**config.mk**
```make
export PLATFORM = sky130hd
export DESIGN_NAME = memory_access_arbiter
export DESIGN_NICKNAME = d
export VERILOG_FILES = /design/src/rtl/memory_access_arbiter.sv
export SDC_FILE = /design/constraint.sdc
export NUM_CORES = 1
export LEC_CHECK = 0
export ABC_AREA = 1
export ABC_CLOCK_PERIOD_IN_PS = 2000
export CORE_AREA = 3 3 70 72
export DETAILED_ROUTE_END_ITERATION = 16
export DIE_AREA = 0 0 73 75
export PLACE_DENSITY = 0.86
export SLEW_MARGIN = 20
export SYNTH_ARGS = -nofsm -noshare
export SYNTH_HDL_FRONTEND = slang
export SYNTH_SLANG_ARGS = --single-unit
```
**constraint.sdc**
```tcl
create_clock -name clk -period 2 [get_ports clk]
set_input_delay 0.2 -clock clk [delete_from_list [all_inputs] [get_ports clk]]
set_output_delay 0.2 -clock clk [all_outputs]
set_load 0.02 [all_outputs]
```
**src/rtl/memory_access_arbiter.sv**
```systemverilog
// Sequencer and two-requester arbiter for a 1K x 8 dual-port memory tile.
// Clears the memory after reset, then round-robins the write and read ports independently.
module memory_access_arbiter #(
    parameter int ADDR_W        = 10,
    parameter int DATA_W        = 8,
    parameter bit INIT_ON_RESET = 1'b1
) (
    input  logic              clk,
    input  logic              reset,
    input  logic [1:0]        req_valid,
    input  logic [1:0]        req_we,
    input  logic [ADDR_W-1:0] req_addr0,
    input  logic [ADDR_W-1:0] req_addr1,
    input  logic [DATA_W-1:0] req_wdata0,
    input  logic [DATA_W-1:0] req_wdata1,
    output logic [1:0]        req_ready,
    output logic [1:0]        resp_valid,
    output logic [DATA_W-1:0] resp_rdata,
    output logic [ADDR_W-1:0] mem_waddr,
    output logic [DATA_W-1:0] mem_data_in,
    output logic              mem_wen,
    output logic [ADDR_W-1:0] mem_raddr,
    output logic              mem_ren,
    input  logic [DATA_W-1:0] mem_data_out,
    output logic              init_done
);

    // Handshake: a request transfers in any cycle where req_valid[i] and
    // req_ready[i] are both 1; requesters hold req_* stable until then.

    typedef enum logic {
        ST_INIT = 1'b0,
        ST_RUN  = 1'b1
    } state_t;

    state_t            state;
    logic [ADDR_W-1:0] clr_cnt;
    logic              wr_ptr;
    logic              rd_ptr;
    logic              rsp_pend;
    logic              rsp_id;

    logic              run;
    logic              sweep;
    logic [1:0]        wr_cand;
    logic [1:0]        rd_cand;
    logic [1:0]        wr_gnt;
    logic [1:0]        rd_sel;
    logic [1:0]        rd_gnt;
    logic [ADDR_W-1:0] wr_addr;
    logic [DATA_W-1:0] wr_data;
    logic [ADDR_W-1:0] rd_addr;
    logic              hazard;

    always_comb begin
        run     = (state == ST_RUN);
        wr_cand = run ? (req_valid & req_we)  : 2'b00;
        rd_cand = run ? (req_valid & ~req_we) : 2'b00;

        // With both candidates present the pointer picks; otherwise the lone one wins.
        wr_gnt  = (wr_cand == 2'b11) ? (wr_ptr ? 2'b10 : 2'b01) : wr_cand;
        rd_sel  = (rd_cand == 2'b11) ? (rd_ptr ? 2'b10 : 2'b01) : rd_cand;

        wr_addr = wr_gnt[1] ? req_addr1  : req_addr0;
        wr_data = wr_gnt[1] ? req_wdata1 : req_wdata0;
        rd_addr = rd_sel[1] ? req_addr1  : req_addr0;

        // A read colliding with this cycle's write would see stale data; hold it one cycle.
        hazard  = (wr_gnt != 2'b00) && (rd_sel != 2'b00) && (rd_addr == wr_addr);
        rd_gnt  = hazard ? 2'b00 : rd_sel;

        // The clear sweep is masked while reset is high so every output reads 0 in reset.
        sweep   = (state == ST_INIT) && INIT_ON_RESET && !reset;
    end

    always_comb begin
        req_ready   = wr_gnt | rd_gnt;
        mem_wen     = 1'b0;
        mem_waddr   = '0;
        mem_data_in = '0;
        if (sweep) begin
            mem_wen   = 1'b1;
            mem_waddr = clr_cnt;
        end else if (wr_gnt != 2'b00) begin
            mem_wen     = 1'b1;
            mem_waddr   = wr_addr;
            mem_data_in = wr_data;
        end
        mem_ren    = (rd_gnt != 2'b00);
        mem_raddr  = mem_ren ? rd_addr : '0;
        resp_valid = rsp_pend ? (rsp_id ? 2'b10 : 2'b01) : 2'b00;
        resp_rdata = rsp_pend ? mem_data_out : '0;
        init_done  = run;
    end

    always_ff @(posedge clk or posedge reset) begin
        if (reset) begin
            state    <= ST_INIT;
            clr_cnt  <= '0;
            wr_ptr   <= 1'b0;
            rd_ptr   <= 1'b0;
            rsp_pend <= 1'b0;
            rsp_id   <= 1'b0;
        end else begin
            rsp_pend <= (rd_gnt != 2'b00);
            rsp_id   <= rd_gnt[1];
            case (state)
                ST_INIT: begin
                    if (!INIT_ON_RESET || (&clr_cnt)) begin
                        state <= ST_RUN;
                    end else begin
                        clr_cnt <= clr_cnt + 1'b1;
                    end
                end
                ST_RUN: begin
                    // After a grant the pointer names the requester that lost.
                    if (wr_gnt != 2'b00) begin
                        wr_ptr <= wr_gnt[0];
                    end
                    if (rd_gnt != 2'b00) begin
                        rd_ptr <= rd_gnt[0];
                    end
                end
                default: state <= ST_INIT;
            endcase
        end
    end

endmodule

```
==> results of run 1 <==
cells in the mapped netlist:
library cell and n:
ha_1 1, nand2_1 123, nor4_1 1, inv_1 55, clkbuf_1 3, nand3_1 39, o22ai_1 9, nor3_1 2
o21ai_1 2, nor2_1 38, buf_6 1, xor2_1 8, nor2_2 2, o21ai_0 13, clkinv_1 2, dfrtp_1 15
xnor2_1 1, buf_2 6, nand2_2 1, nand4_1 4, inv_2 1
per-layer routing:
layer,global-route usage,share of wire,vias to the layer above
met5,0,0,-
met3,0.0507,0.13,81
met4,0.0881,0.069,0
met2,0.508,0.47,278
li1,-,-,1309
met1,0.323,0.33,1341
area by class of cell:
class                   instances  area, µm²  area share
repair buffers                155       1480       0.406
inverters                      58        233      0.0637
repair inverters                1       16.3     0.00445
flip-flops and latches         15        377       0.103
clock buffers                   4       45.0      0.0123
well taps                      52       65.1      0.0178
multi-input cells             244       1430       0.393
final timing paths:
check	cells past startpoint	from	slack [ns]	to
max	16	init_done	-0.95	mem_raddr[6]
min	4	reset	0.41	clr_cnt[4]
max reg2reg	17	init_done	-0.55	rd_ptr
min reg2reg	1	clr_cnt[9]	0.50	clr_cnt[9]
max in group asynchronous	4	reset	1.39	init_done
min in group clk	1	clr_cnt[9]	0.50	clr_cnt[9]
logic make-up (layout without fill, tap and decap cells):
kind of cell | count (synthesis) | in the layout | share of synthesized area
compound gates | 24 | 24 | 0.0760
xor+xnor | 9 | 9 | 0.0456
fa+ha+maj | 1 | 1 | 0.00724
buf+inv | 68 | 218 | 0.156
flops | 15 | 15 | 0.217
simple gates | 210 | 210 | 0.497
power groups by stage:
stage | clock (mW) | combinational (mW) | sequential [mW]
finish | 0.270 | 0.320 | 0.303
global route | 0.283 | 0.337 | 0.303
CTS | 0.262 | 0.273 | 0.303
detailed placement | 0 | 0.259 | 0.309
global placement | 0 | 0.254 | 0.309
floorplan | 0 | 0.0883 | 0.309
sequential cells by signal, summed over array words and instances, names as in the netlist:
name / count
init_done: 1
wr_ptr: 1
rsp_id: 1
rd_ptr: 1
rsp_pend: 1
clr_cnt: 10
critical path, delay by kind of cell (launching register included):
family / cells / cell delay (ns)
simple gates: 13 / 1.52
buf+inv: 3 / 0.49
flops: 1 / 0.45
what timing repair did:
action / CTS / global route
gates cloned: 1 / 3
setup buffers: 8 / 4
gates resized for setup: 187 / 70
endpoints found under the setup margin: 35 / 37
pin swaps: 12 / 22
==> flow_metrics.env, run 1 <==
export IMPL_path_cells="nand2_4, nor2_4, nand2_4, clkbuf_16, nand2_1, nand2_1, nand2_1, nand2_1, nor2_1, nand2_1, nor2_1, nand2_1, nand2_2, buf_12, nor2_4, buf_6"
export IMPL_status="finished, violations left"
export IMPL_grt_antenna_before_repair=0
export IMPL_start_util=0.397
export IMPL_placed_cell_area_mm2=0.00315
export IMPL_cts_tree="built"
export IMPL_crit_fanout=8
export IMPL_seqPwrFrac=0.340
export IMPL_worst_path_most_repeated_cell="nand2_1"
export IMPL_fin_util=0.839
export IMPL_switching_power_uw=275
export IMPL_slowest_stage="dfrtp_2"
export IMPL_core_region_area_mm2=0.00435
export IMPL_die_h_um=75
export IMPL_grt_pass1_wl_um=11900
export IMPL_drt_first_pass_iters=7
export IMPL_syn_to_final_growth_pct=111
export IMPL_cts_reportedPaths_clkPinSlew_ns=0.07
export IMPL_dp_cells=510
export IMPL_first_global_vias=2601
export IMPL_fmax_ghz=0.339
export IMPL_power_density_mw_per_mm2=245
export IMPL_slew_headroom=0.690
export IMPL_design_area_mm2=0.00365
export IMPL_final_cell_mix="96 x nand2_1, 58 x clkdlybuf4s50_1, 58 x buf_4, 53 x inv_1, 33 x nand3_1"
export IMPL_ys_warn_count=0
export IMPL_place_hpwl_um=5460
export IMPL_syn_inst=327
export IMPL_drive_above_1_share=0.348
export IMPL_p_leak_nw=1.94
export IMPL_nFillCells=236
export IMPL_cp_arrival_ns=2.75
export IMPL_finalSetupTns_ns=-14.86
export IMPL_ys_seq_elements=15
export IMPL_hold_slack_ns=0.408
export IMPL_grt_util_all_layers=0.277
export IMPL_violations="setup timing"
export IMPL_yosysUniqueCellTypes=21
export IMPL_portBuffers=92
export IMPL_gp_congestion=0.963
export IMPL_ctsHoldBuffers=0
export IMPL_synth_net_count=378
export IMPL_die_area_mm2=0.00548
export IMPL_cap_violations=0
export IMPL_die_x_um=73
export IMPL_maxSlewViolCount=0
export IMPL_skew_ns=0.00106
export IMPL_synth_top_cell_by_area="nand2_1"
export IMPL_ios=93
export IMPL_nets=529
export IMPL_setup_ws_ns=-0.951
export IMPL_final_common_cell="nand2_1"
export IMPL_worstMarginPinSlew_ns=0.464
export IMPL_wirelength_um=9810
export IMPL_finalSetupViolations=35
export IMPL_drc=0
export IMPL_cts_buffer_depth=2
export IMPL_wl_per_cell_um=18.5
export IMPL_swShare=0.308
export IMPL_viasPerCell=5.69
export IMPL_ant_nets=0
export IMPL_cp_end_kind="output pin"
export IMPL_vias=3009
export IMPL_fin_crit_sh=1.48
export IMPL_grt_max_degree=25
export IMPL_clock_latency_ns=0.26
export IMPL_timing_worst_setup_path_type="flip-flop to output pin"
export IMPL_p_comb_frac=0.358
export IMPL_fp_row_count=24
export IMPL_crit_required_ns=1.80
export IMPL_finalCriticalPeriod_ns=2.95
export IMPL_cts_inserted_buffers=3
export IMPL_ys_seq_area_frac=0.217
export IMPL_p_int_uw=618
export IMPL_yosysTopAreaCellShare=0.267
export IMPL_hold_class="input port to asynchronous set/reset pin"
export IMPL_cts_htree_levels=1
export IMPL_cts_root_buf="clkbuf_8"
export IMPL_syn_area_per_cell_um2=5.28
export IMPL_p_total_uw=893
export IMPL_cpPeakStageDelay_ns=0.45
export IMPL_hold_violations=0
export IMPL_ys_top_cells_by_area="nand2_1 27%, dfrtp_1 22%, inv_1 12%, nand3_1 11%, nor2_1 8.3%"
export IMPL_netlist_area_mm2=0.00173
export IMPL_peakVddDrop_uv=487
export IMPL_place_ws_ns=-0.942
export IMPL_p_clk_frac=0.302
export IMPL_drtIter0Drc=405
export IMPL_clock_sinks=15
export IMPL_grt_overflow_total=0
export IMPL_critPathLaunchType="flip-flop"
export IMPL_rsz0062_at_grt="yes"
export IMPL_stdcell_count=529
export IMPL_diodes=0
(Power assumes the default switching activity.)
==> run 2, diff against run 1 <==
--- a/config.mk
+++ b/config.mk
@@ -11,6 +11,7 @@
 export DETAILED_ROUTE_END_ITERATION = 16
 export DIE_AREA = 0 0 73 75
 export PLACE_DENSITY = 0.86
+export SKIP_CTS_REPAIR_TIMING = 1
 export SLEW_MARGIN = 20
 export SYNTH_ARGS = -nofsm -noshare
 export SYNTH_HDL_FRONTEND = slang
==> run 2 against run 1 <==
  * The run still ends with setup timing left
  * Clock skew up 0.0063 ns
  * Register-to-register slack improved by 0.17 ns
  * Global-route usage shrank 3.4 points
  * Wire length decreased by 1.6%
  * Hold slack worse by 0.032 ns
  * Fmax rose by 6.0%
  * Sequential power about the same
==> flow_metrics.env, run 2 (synthesis gave the netlist of run 1 again) <==
export IMPL_status="finished, violations left"
export IMPL_violations="setup timing"
export IMPL_cts_buffer_depth=2
export IMPL_power_density_mw_per_mm2=239
export IMPL_fmax_ghz=0.359
export IMPL_nFillCells=231
export IMPL_dp_cells=510
export IMPL_place_hpwl_um=5460
export IMPL_placed_cell_area_mm2=0.00315
export IMPL_grt_antenna_before_repair=0
export IMPL_p_total_uw=874
export IMPL_hold_class="input port to asynchronous set/reset pin"
export IMPL_fin_crit_sh=1.39
export IMPL_rsz0062_at_grt="yes"
export IMPL_slew_headroom=0.636
export IMPL_drt_first_pass_iters=6
export IMPL_multi_input_area_mm2=0.00145
export IMPL_viasPerCell=5.78
export IMPL_cts_root_buf="clkbuf_8"
export IMPL_worst_path_most_repeated_cell="nand2_1"
export IMPL_largest_register_ffs=10
export IMPL_drtIter0Drc=388
export IMPL_fin_util=0.841
export IMPL_hold_violations=0
export IMPL_register_area_um2=377
export IMPL_cts_htree_levels=1
export IMPL_p_leak_nw=1.96
export IMPL_path_cells="nand2_4, nor2_4, nand2_4, buf_12, nand2_1, nand2_1, nand2_1, nand2_1, nor2_1, nand2_1, nor2_1, nand2_1, nand2_2, buf_12, nor2_4, buf_6"
export IMPL_wirelength_um=9650
export IMPL_critPathLaunchType="flip-flop"
export IMPL_clock_sinks=15
export IMPL_peakVddDrop_uv=393
export IMPL_cts_inserted_buffers=3
export IMPL_final_common_cell="nand2_1"
export IMPL_worstMarginPinSlew_ns=0.545
export IMPL_skew_ns=0.00738
export IMPL_vias=3064
export IMPL_drc=0
export IMPL_nets=530
export IMPL_ios=93
export IMPL_cp_arrival_ns=2.58
export IMPL_start_util=0.397
export IMPL_gp_congestion=0.963
export IMPL_setup_ws_ns=-0.785
export IMPL_diodes=0
export IMPL_maxSlewViolCount=0
export IMPL_slowest_stage="dfrtp_2"
export IMPL_timing_worst_setup_path_type="flip-flop to output pin"
export IMPL_syn_to_final_growth_pct=112
export IMPL_die_h_um=75
export IMPL_cts_tree="built"
export IMPL_cpPeakStageDelay_ns=0.45
export IMPL_grt_util_all_layers=0.242
export IMPL_drive_above_1_share=0.366
export IMPL_core_region_area_mm2=0.00435
export IMPL_finalSetupViolations=32
export IMPL_crit_required_ns=1.80
export IMPL_ant_nets=0
export IMPL_first_global_vias=2398
export IMPL_crit_fanout=8
export IMPL_stdcell_count=530
export IMPL_final_cell_mix="91 x nand2_1, 58 x buf_4, 58 x clkdlybuf4s50_1, 54 x inv_1"
export IMPL_cts_reportedPaths_clkPinSlew_ns=0.07
export IMPL_grt_overflow_total=0
export IMPL_cp_end_kind="output pin"
export IMPL_clock_latency_ns=0.26
export IMPL_fp_row_count=24
export IMPL_hold_slack_ns=0.376
export IMPL_portBuffers=92
export IMPL_die_x_um=73
export IMPL_grt_max_degree=25
export IMPL_grt_pass1_wl_um=10500
export IMPL_finalSetupTns_ns=-13.77
export IMPL_cap_violations=0
export IMPL_top_register="clr_cnt"
export IMPL_place_ws_ns=-0.942
export IMPL_design_area_mm2=0.00366
export IMPL_die_area_mm2=0.00548
export IMPL_finalCriticalPeriod_ns=2.78
export IMPL_wl_per_cell_um=18.2
-- run 2: changes by cell type in the layout (fill, tap and decap cells not counted), moves of 4 or more --
cell,before,now
nand2_1,96,91
nand3_1,33,26
o22ai_4,6,0
o22ai_2,3,8
nand3_2,6,12
nand2_2,21,25
-- run 2: area by class of cell --
class / instances / area share
Multi-Input combinational cell: 245 / 0.395
Tap cell: 52 / 0.0178
Timing Repair inverter: 1 / 0.00205
Timing Repair Buffer: 155 / 0.409
Clock buffer: 4 / 0.0123
Sequential cell: 15 / 0.103
Inverter: 58 / 0.0612
-- run 2: metal layers --
| layer | global-route usage | vias up | part of all wire |
|---|---|---|---|
| li1 | - | 1310 | - |
| met1 | 0.297 | 1387 | 0.34 |
| met2 | 0.424 | 288 | 0.48 |
| met3 | 0.0427 | 79 | 0.12 |
| met4 | 0.0881 | 0 | 0.068 |
| met5 | 0 | - | 0 |
-- run 2: path summary, 6_finish.rpt --
path / endpoint / startpoint / cells after the start / slack [ns]
max in group asynchronous: init_done / reset / 4 / 1.42
hold / removal: clr_cnt[3] / reset / 4 / 0.38
setup / recovery: mem_raddr[2] / init_done / 16 / -0.78
setup reg to reg: rd_ptr / init_done / 17 / -0.38
min in group clk: clr_cnt[6] / clr_cnt[6] / 1 / 0.50
hold reg to reg: clr_cnt[6] / clr_cnt[6] / 1 / 0.50
-- run 2: critical path: cells and delay by family (launching register included) --
| family | cells | cell delay, ns |
|---|---|---|
| buf+inv | 3 | 0.45 |
| flops | 1 | 0.45 |
| simple gates | 13 | 1.39 |
-- run 2: power by group --
part / switching (mW) / internal, mW / total (mW)
Combinational: 0.144 / 0.164 / 0.308
Clock: 0.120 / 0.142 / 0.262
Sequential: 0 / 0.303 / 0.303
Total: 0.264 / 0.609 / 0.874
